### src/rtl/mem_access_unit.sv
// mem_access_unit: multi-cycle memory access stage owning the PC, IR and MDR.
// Drives a synchronous memory with a LATENCY-cycle read through Start/Busy/Done.
//
//   state  | meaning
//   IDLE   | waiting for Start
//   ACCESS | memory strobe active, Busy high, PC updates held as pending
//   DONE   | one-cycle completion pulse; a new Start is accepted here too
module mem_access_unit #(
  parameter int              WIDTH    = 16,
  parameter int              ADDR_W   = 16,
  parameter int              DEPTH    = 1024,
  parameter int              LATENCY  = 1,
  parameter logic [WIDTH-1:0] RESET_PC = '0
) (
  input  logic              CLK,
  input  logic              Reset,
  input  logic              Start,
  input  logic              MemRead,
  input  logic              MemWrite,
  input  logic              IRWrite,
  input  logic [1:0]        IorD,
  input  logic [1:0]        DataSrc,
  input  logic              PCWrite,
  input  logic              Jump,
  input  logic              Branch,
  input  logic              ShouldBranchIn,
  input  logic [WIDTH-1:0]  PCInput,
  input  logic [WIDTH-1:0]  ImmIn,
  input  logic [WIDTH-1:0]  ALUOutIn,
  input  logic [WIDTH-1:0]  SPIn,
  input  logic [WIDTH-1:0]  RegAIn,
  input  logic [WIDTH-1:0]  InputIO,
  input  logic [WIDTH-1:0]  MemRData,
  output logic [ADDR_W-1:0] MemAddr,
  output logic [WIDTH-1:0]  MemWData,
  output logic              MemRE,
  output logic              MemWE,
  output logic [WIDTH-1:0]  PCOut,
  output logic [WIDTH-1:0]  IROut,
  output logic [WIDTH-1:0]  MDROut,
  output logic              Busy,
  output logic              Done,
  output logic              Overflow
);

  typedef enum logic [1:0] {S_IDLE, S_ACCESS, S_DONE} state_t;

  state_t            state, state_nxt;
  logic [3:0]        cnt;
  logic              rd_q, irw_q;
  logic [WIDTH-1:0]  pend_pc;
  logic              pend_v;
  logic [WIDTH-1:0]  src_sel, wdata_sel;
  logic [ADDR_W-1:0] addr_sel;
  logic              src_ovf, accept, last_cycle, pcen;

  assign pcen = PCWrite | Jump | (Branch & ShouldBranchIn);

  // address/data source selection; range check uses the full source value
  always_comb begin
    case (IorD)
      2'b00:   src_sel = PCOut;
      2'b01:   src_sel = ImmIn;
      2'b10:   src_sel = ALUOutIn;
      default: src_sel = SPIn;
    endcase
    case (DataSrc)
      2'b00:   wdata_sel = PCOut;
      2'b01:   wdata_sel = RegAIn;
      2'b10:   wdata_sel = InputIO;
      default: wdata_sel = '0;
    endcase
    src_ovf = ({32'b0, src_sel} >= (WIDTH + 32)'(DEPTH));
  end

  generate
    if (ADDR_W <= WIDTH) begin : g_trunc
      assign addr_sel = src_sel[ADDR_W-1:0];
    end else begin : g_zext
      assign addr_sel = {{(ADDR_W - WIDTH){1'b0}}, src_sel};
    end
  endgenerate

  // state register
  always_ff @(posedge CLK or negedge Reset) begin
    if (!Reset) state <= S_IDLE;
    else        state <= state_nxt;
  end

  // next state and handshake outputs
  always_comb begin
    state_nxt  = state;
    accept     = 1'b0;
    last_cycle = 1'b0;
    Busy       = 1'b0;
    Done       = 1'b0;
    case (state)
      S_IDLE, S_DONE: begin
        Done = (state == S_DONE);
        if (Start) begin
          accept = 1'b1;
          if (!src_ovf && (MemRead || MemWrite)) state_nxt = S_ACCESS;
          else                                   state_nxt = S_DONE;
        end else begin
          state_nxt = S_IDLE;
        end
      end
      S_ACCESS: begin
        Busy = 1'b1;
        if (cnt == 4'd0) begin
          last_cycle = 1'b1;
          state_nxt  = S_DONE;
        end
      end
      default: state_nxt = S_IDLE;
    endcase
  end

  // access launch, latency down-counter, strobes and IR/MDR capture
  always_ff @(posedge CLK or negedge Reset) begin
    if (!Reset) begin
      MemAddr  <= '0;
      MemWData <= '0;
      MemRE    <= 1'b0;
      MemWE    <= 1'b0;
      IROut    <= '0;
      MDROut   <= '0;
      Overflow <= 1'b0;
      cnt      <= '0;
      rd_q     <= 1'b0;
      irw_q    <= 1'b0;
    end else if (accept) begin
      MemAddr  <= addr_sel;
      MemWData <= wdata_sel;
      rd_q     <= MemRead & ~MemWrite;
      irw_q    <= IRWrite;
      // a write occupies a single ACCESS cycle
      cnt      <= MemWrite ? 4'd0 : 4'(LATENCY - 1);
      MemRE    <= ~src_ovf & ~MemWrite & MemRead;
      MemWE    <= ~src_ovf & MemWrite;
      if (src_ovf) Overflow <= 1'b1;
    end else if (last_cycle) begin
      MemRE <= 1'b0;
      MemWE <= 1'b0;
      if (rd_q) begin
        MDROut <= MemRData;
        if (irw_q) IROut <= MemRData;
      end
    end else if (state == S_ACCESS) begin
      cnt <= cnt - 4'd1;
    end
  end

  // PC update; requests during ACCESS are held and applied on exit, latest wins
  always_ff @(posedge CLK or negedge Reset) begin
    if (!Reset) begin
      PCOut   <= RESET_PC;
      pend_pc <= '0;
      pend_v  <= 1'b0;
    end else if (state == S_ACCESS) begin
      if (last_cycle) begin
        if (pcen)        PCOut <= PCInput;
        else if (pend_v) PCOut <= pend_pc;
        pend_pc <= '0;
        pend_v  <= 1'b0;
      end else if (pcen) begin
        pend_pc <= PCInput;
        pend_v  <= 1'b1;
      end
    end else if (pcen) begin
      PCOut <= PCInput;
    end
  end

endmodule
### config.mk
export PLATFORM = sky130hd
export DESIGN_NAME = mem_access_unit
export DESIGN_NICKNAME = d
export VERILOG_FILES = /design/src/rtl/mem_access_unit.sv
export SDC_FILE = /design/constraint.sdc
export NUM_CORES = 1
export LEC_CHECK = 0
export ABC_CLOCK_PERIOD_IN_PS = 1800
export CAP_MARGIN = 20
export CORE_ASPECT_RATIO = 1.2
export CORE_MARGIN = 2
export CORE_UTILIZATION = 39
export DETAILED_ROUTE_END_ITERATION = 7
export HOLD_SLACK_MARGIN = 0.05
export PLACE_DENSITY = 0.87
export SLEW_MARGIN = 20
export SYNTH_ARGS = -nofsm -noshare
export SYNTH_HDL_FRONTEND = slang
export SYNTH_SLANG_ARGS = --single-unit
### constraint.sdc
create_clock -name CLK -period 1.8 [get_ports CLK]
set_input_delay 0.36 -clock CLK [delete_from_list [all_inputs] [get_ports CLK]]
set_output_delay 0.36 -clock CLK [all_outputs]
set_load 0.1 [all_outputs]
**Yosys cells after proc, flatten, opt, wreduce, memory -nomap -nowiden**

Cells that the tools add are included.

- Magnitude comparators: 1
- Reductions and logical operators: 19
- Multiplexer cells: 26
- Add/sub/neg operators: 1
- Bitwise operators: 10
- Eq/ne operators: 9

Operator list:

| kind | number |
|---|---|
| 2-to-1 mux 16 bit | 6 |
| one-hot mux 16 bit (3 select lines) | 2 |
| >= comparator 16 x 11 -> 1 bit (second input constant) | 1 |
| 2-to-1 mux 4 bit | 3 |
| 2-to-1 mux 1 bit | 11 |
| nonzero test 2 bit | 5 |
| equality test 2 x 1 -> 1 bit (second input constant) | 3 |
| equality test 2 bit (second input constant) | 3 |
| zero test 2 bit | 3 |
| 2-to-1 mux 2 bit | 3 |
| inequality test 2 bit (second input constant) | 3 |
| AND reduction 2 bit | 3 |
| AND reduction 3 bit | 2 |
| AND 1 bit | 5 |
| zero test 4 bit | 1 |
| one-hot mux 2 bit (2 select lines) | 1 |
| AND reduction 4 bit | 1 |
| subtractor 4 x 1 -> 4 bit (second input constant) | 1 |
| inverter 1 bit | 3 |
| OR 1 bit | 2 |
| OR reduction 2 bit | 1 |
| logical AND 1 bit | 1 |
| zero test 1 bit | 1 |
| logical OR 1 bit | 1 |

- Flip-flop bits (word level): 108
- Logic and storage cells: 80
- Bits of input ports: 126
- Output and inout bits: 85

**Longest topological paths before layout**

- Depth in word-level cells: 8
- Gate-level depth with buffers: 8
- Gate-level depth less buffers: 6

**Worst setup path after synthesis**

Ideal clock, no wire load.

- Kind: flip-flop to flip-flop
- Start: reg state[0]
- End: reg PCOut[11]
- Clock period less this slack: 2.381 ns
- Data required time: 1.665 ns
- Arrival: 2.246 ns
- Library setup time: 0.135 ns
- Buffers on the path: 1
- Path slack: -0.581 ns
- Cell stages (with the launch flop): 7
- Cell sequence: dfrtp_1 > nand2b_2 > clkinv_1 > nand2_2 > buf_4 > mux2i_1 > o21ai_0

- Cells in the longest elaborated chain, start to end: 4
- Elaborated cells on any way between the ends: 6
- Those cells by class: eq/ne (2); mux (2); reduce/logical (2)

Ends and longest elaborated chain:

| what | line | RTL |
|---|---|---|
| start: declaration | 48 | `state_t state, state_nxt;` |
| start signal: assignment | 87 | `else state <= state_nxt;` |
| equality test 2 x 1 -> 1 bit * | 97, 160 |  |
| 2-to-1 mux 1 bit | 97 | `case (state)` |
| inequality test 2 bit (no source line) | -- |  |
| AND reduction 3 bit (no source line) | -- |  |
| end signal: assignment | 162 | `if (pcen) PCOut <= PCInput;` |
| end signal: assignment | 163 | `else if (pend_v) PCOut <= pend_pc;` |
| end signal: assignment | 171 | `PCOut <= PCInput;` |
| end: declaration | 38 | `output logic [WIDTH-1:0] PCOut,` |

Every way passes the cells marked *; elsewhere a longest branch is shown, timed or not.
A chain may end at the register's enable or synchronous reset.

**Final worst setup path**

- Start: reg cnt[0]
- End: reg IROut[12]

- Cells in the longest elaborated chain, start to end: 4

Ends and longest elaborated chain:

| what | line | RTL |
|---|---|---|
| start: declaration | 49 | `logic [3:0] cnt;` |
| start signal: assignment | 138 | `cnt <= MemWrite ? 4'd0 : 4'(LATENCY - 1);` |
| start signal: assignment | 150 | `cnt <= cnt - 4'd1;` |
| zero test 4 bit | 110 | `if (cnt == 4'd0) begin` |
| 2-to-1 mux 1 bit | 110 |  |
| 2-to-1 mux 1 bit | 97 |  |
| AND reduction 4 bit (no source line) | -- |  |
| end signal: assignment | 147 | `if (irw_q) IROut <= MemRData;` |
| end: declaration | 39 | `output logic [WIDTH-1:0] IROut,` |

Every way passes these cells.

==> flow_metrics.tcl <==
set metrics [dict create \
    grt_pass1_vias 4739 \
    grt_max_degree 44 \
    regArea_sq_um 2720 \
    startpoint_type "register" \
    grt_overflow 0 \
    final_util 0.706 \
    final_hold_viol_count 0 \
    syn_inst 431 \
    crit_arrival_ps 2170 \
    violations "negative setup slack" \
    die_w_um 108 \
    setup_viol 64 \
    period_needed_ps 1940 \
    startpoint "cnt[0]" \
    synth_nets 558 \
    design_area_sq_um 8900 \
    syn_area_per_cell_sq_um 11.7 \
    async_reset_ff_frac 1.00 \
    hold_ws_ps 491 \
    vias_per_cell 5.22 \
    cts_tree "done" \
    slowest_delay_ps 420 \
    critical_path.top_delay_family "simple AND/OR/NAND/NOR gates" \
    die_height_um 128 \
    dr.pass1.iters 4 \
    leakage_uw 0.00412 \
    r2r-start "cnt[0]" \
    finalCritPeriodShare 1.08 \
    yosysWarnings 0 \
    io_buffers 210 \
    ios 211 \
    numClockSinks 108 \
    ant_nets 0 \
    clkTransAtPathRegs_ps 70 \
    path_class "register to register" \
    ys.flop_type "dfrtp_1" \
    gp_congestion 0.904 \
    wl_per_cell_um 19.8 \
    initial_core_util 0.399 \
    crit_buf_inv 2 \
    cp.required_ps 2030 \
    synth-seq-area-share 0.538 \
    drive_above_1_share 0.324 \
    powerDensity_nw_per_um2 877 \
    min_path_type "input port to async pin" \
    path_depth 7 \
    irDropWorstVdd_mv 0.566 \
    report.final.slew_viol_count 0 \
    area_delta_synth_final_pct 77.1 \
    cts.path.max_buffers 2 \
    timing.fmax_mhz 515 \
    synth_edf_count 0 \
    tightest_slew_ps 541 \
    antenna_found_initial 0 \
    num-nets-final 795 \
    ys_ff_latch 108 \
    status "finished with violations" \
    wl_um 16600 \
    fp.dieArea_sq_um 13800 \
    skew_ps 7.20 \
    fill_cells 859 \
    grt_usage 0.240 \
    htree_levels 3 \
    multiInputGateArea_sq_um 2260 \
    vias 4371 \
    crit_chain "inv_2, ha_4, or3b_4, nor2_8, nand4_4, clkbuf_16, mux2_4" \
    rsz0062_at_grt "yes" \
    core-area_sq_um 12600 \
    slew_headroom 0.638 \
    drtIter0Drc 231 \
    crit_end "IROut[12]" \
    cts_buffers 9 \
    syn_area_sq_um 5030 \
    reg2reg_slack_ps -140 \
    endpoint_kind "register" \
    num_rows 45 \
    maxCapViolations 0 \
    dpl.hpwl_um 12600 \
    yosysUniqueCellTypes 38 \
    r2r_end "IROut[12]" \
    critPathSlowestCell "or3b_4" \
    num_antenna_cells 0 \
    timing.final.ws_setup_ps -141 \
    worstSkewPairLatency_ps 350 \
    rr_worst_depth 7 \
    cts_root_buffer "clkbuf_16" \
    remaining_drc_errors 0 \
    critPathMaxFanout 8 \
    grt_pass1_wl_um 25300 \
    dpl-instance-area_sq_um 8400 \
]
## synth_stat cells, drive strengths merged (2+ instances only)
| cell type | number | share of area |
|---|---|---|
| o21ai | 33 | 0.033 |
| mux2i | 32 | 0.064 |
| nand2 | 90 | 0.068 |
| a21oi | 17 | 0.017 |
| mux2 | 32 | 0.079 |
| inv | 2 | 0.0015 |
| dfrtp | 108 | 0.54 |
| nor2b | 3 | 0.0037 |
| mux4 | 16 | 0.072 |
| nand2b | 2 | 0.0030 |
| o22ai | 2 | 0.0025 |
| nor3 | 2 | 0.0020 |
| clkbuf | 14 | 0.010 |
| nand3 | 3 | 0.0055 |
| nor2 | 28 | 0.024 |
| a22o | 17 | 0.030 |
| a211oi | 2 | 0.0030 |
| xor2 | 2 | 0.0035 |
| nand3b | 2 | 0.0030 |
| buf | 14 | 0.018 |
## per-stage QoR
step | worst slack [ps] | power, uW | setup TNS [ps] | std cells
finish | -141 | 7810 | -5130 | 837
global route | -201 | 8080 | -9000 | 837
CTS | -119 | 7800 | -5160 | 826
detailed placement | -610 | 5840 | -18750 | 807
global placement | -502 | 5760 | -13510 | 807
floorplan | -169 | 4530 | -2480 | 431
## worst min-delay path by stage
stage	from	cells past startpoint	to	slack [ps]
2_1_floorplan	Reset	0	IROut[0]	60
3_3_place_gp	Reset	1	IROut[15]	310
3_5_place_dp	Reset	1	IROut[11]	320
4_1_cts	Reset	2	IROut[11]	500
5_1_grt	pend_pc[11]	1	pend_pc[11]	520
6_report	Reset	2	MemAddr[0]	490
## power breakdown
part	leakage (uW)	switching, uW	internal, uW	total [uW]
clock network	0.000141	840	1120	1960
logic	0.00259	1610	1180	2800
registers	0.00138	304	2750	3050
total	0.00412	2760	5050	7810
## state kept, by name, indices dropped and copies added, names as in the netlist, 2 cells and up
signal	count
MDROut	16
MemAddr	16
cnt	4
IROut	16
pend_pc	16
state	2
MemWData	16
PCOut	16
## worst reg2reg max path: stages (launching register included)
cell       delay [ps]
dfrtp_1           400
inv_2              70
ha_4              120
or3b_4            420
nor2_8            150
nand4_4           150
clkbuf_16         220
mux2_4            290
## per-layer routing
layer,track usage,share of wire
met4,0.106,0.032
met3,0.0527,0.071
met2,0.411,0.52
met1,0.290,0.38
met5,0,0
## area by class of cell
class | count | area share
timing repair buffer | 252 | 0.383
clock inverter | 2 | 0.00393
tap | 164 | 0.0230
inverter | 3 | 0.00183
multi-input combinational | 294 | 0.254
sequential | 108 | 0.305
clock buffer | 14 | 0.0285
## layout by cell type (no fill, tap or decap), drive strengths merged
cell type,count
xor2,2
a21oi,17
nor2,29
mux2i,32
nor3,2
nor4,1
mux4,16
nand3,4
or3b,1
dlygate4sd2,1
nor2b,3
nand2b,2
dlygate4sd3,1
clkbuf,16
nand3b,2
ha,1
inv,2
nand2,90
dlymetal6s2s,4
mux2,32
dfrtp,108
o21ai,33
o31ai,1
clkdlybuf4s50,118
bufinv,1
nand4,1
and2,1
o22ai,2
a22o,17
or2,1
buf,126
a21o,1
xnor2,1
a211oi,2
clkinv,2
## logic make-up after synthesis
kind of cell | after synthesis | synth area share
fa+ha+maj | 1 | 0.00249
mux | 80 | 0.215
xor+xnor | 3 | 0.00523
flops | 108 | 0.538
buf+inv | 31 | 0.0311
simple gates | 135 | 0.120
compound gates | 73 | 0.0889
## what timing repair did
item | in CTS | in global routing
cloned | 0 | 3
hold endpoints to repair | 27 | 0
hold buffers | 1 | 0
endpoints found under the setup margin | 73 | 71
gates resized for setup | 12 | 20
buffers inserted | 2 | 8
pin swaps | 4 | 23
Power figures use the tool's default switching activity.
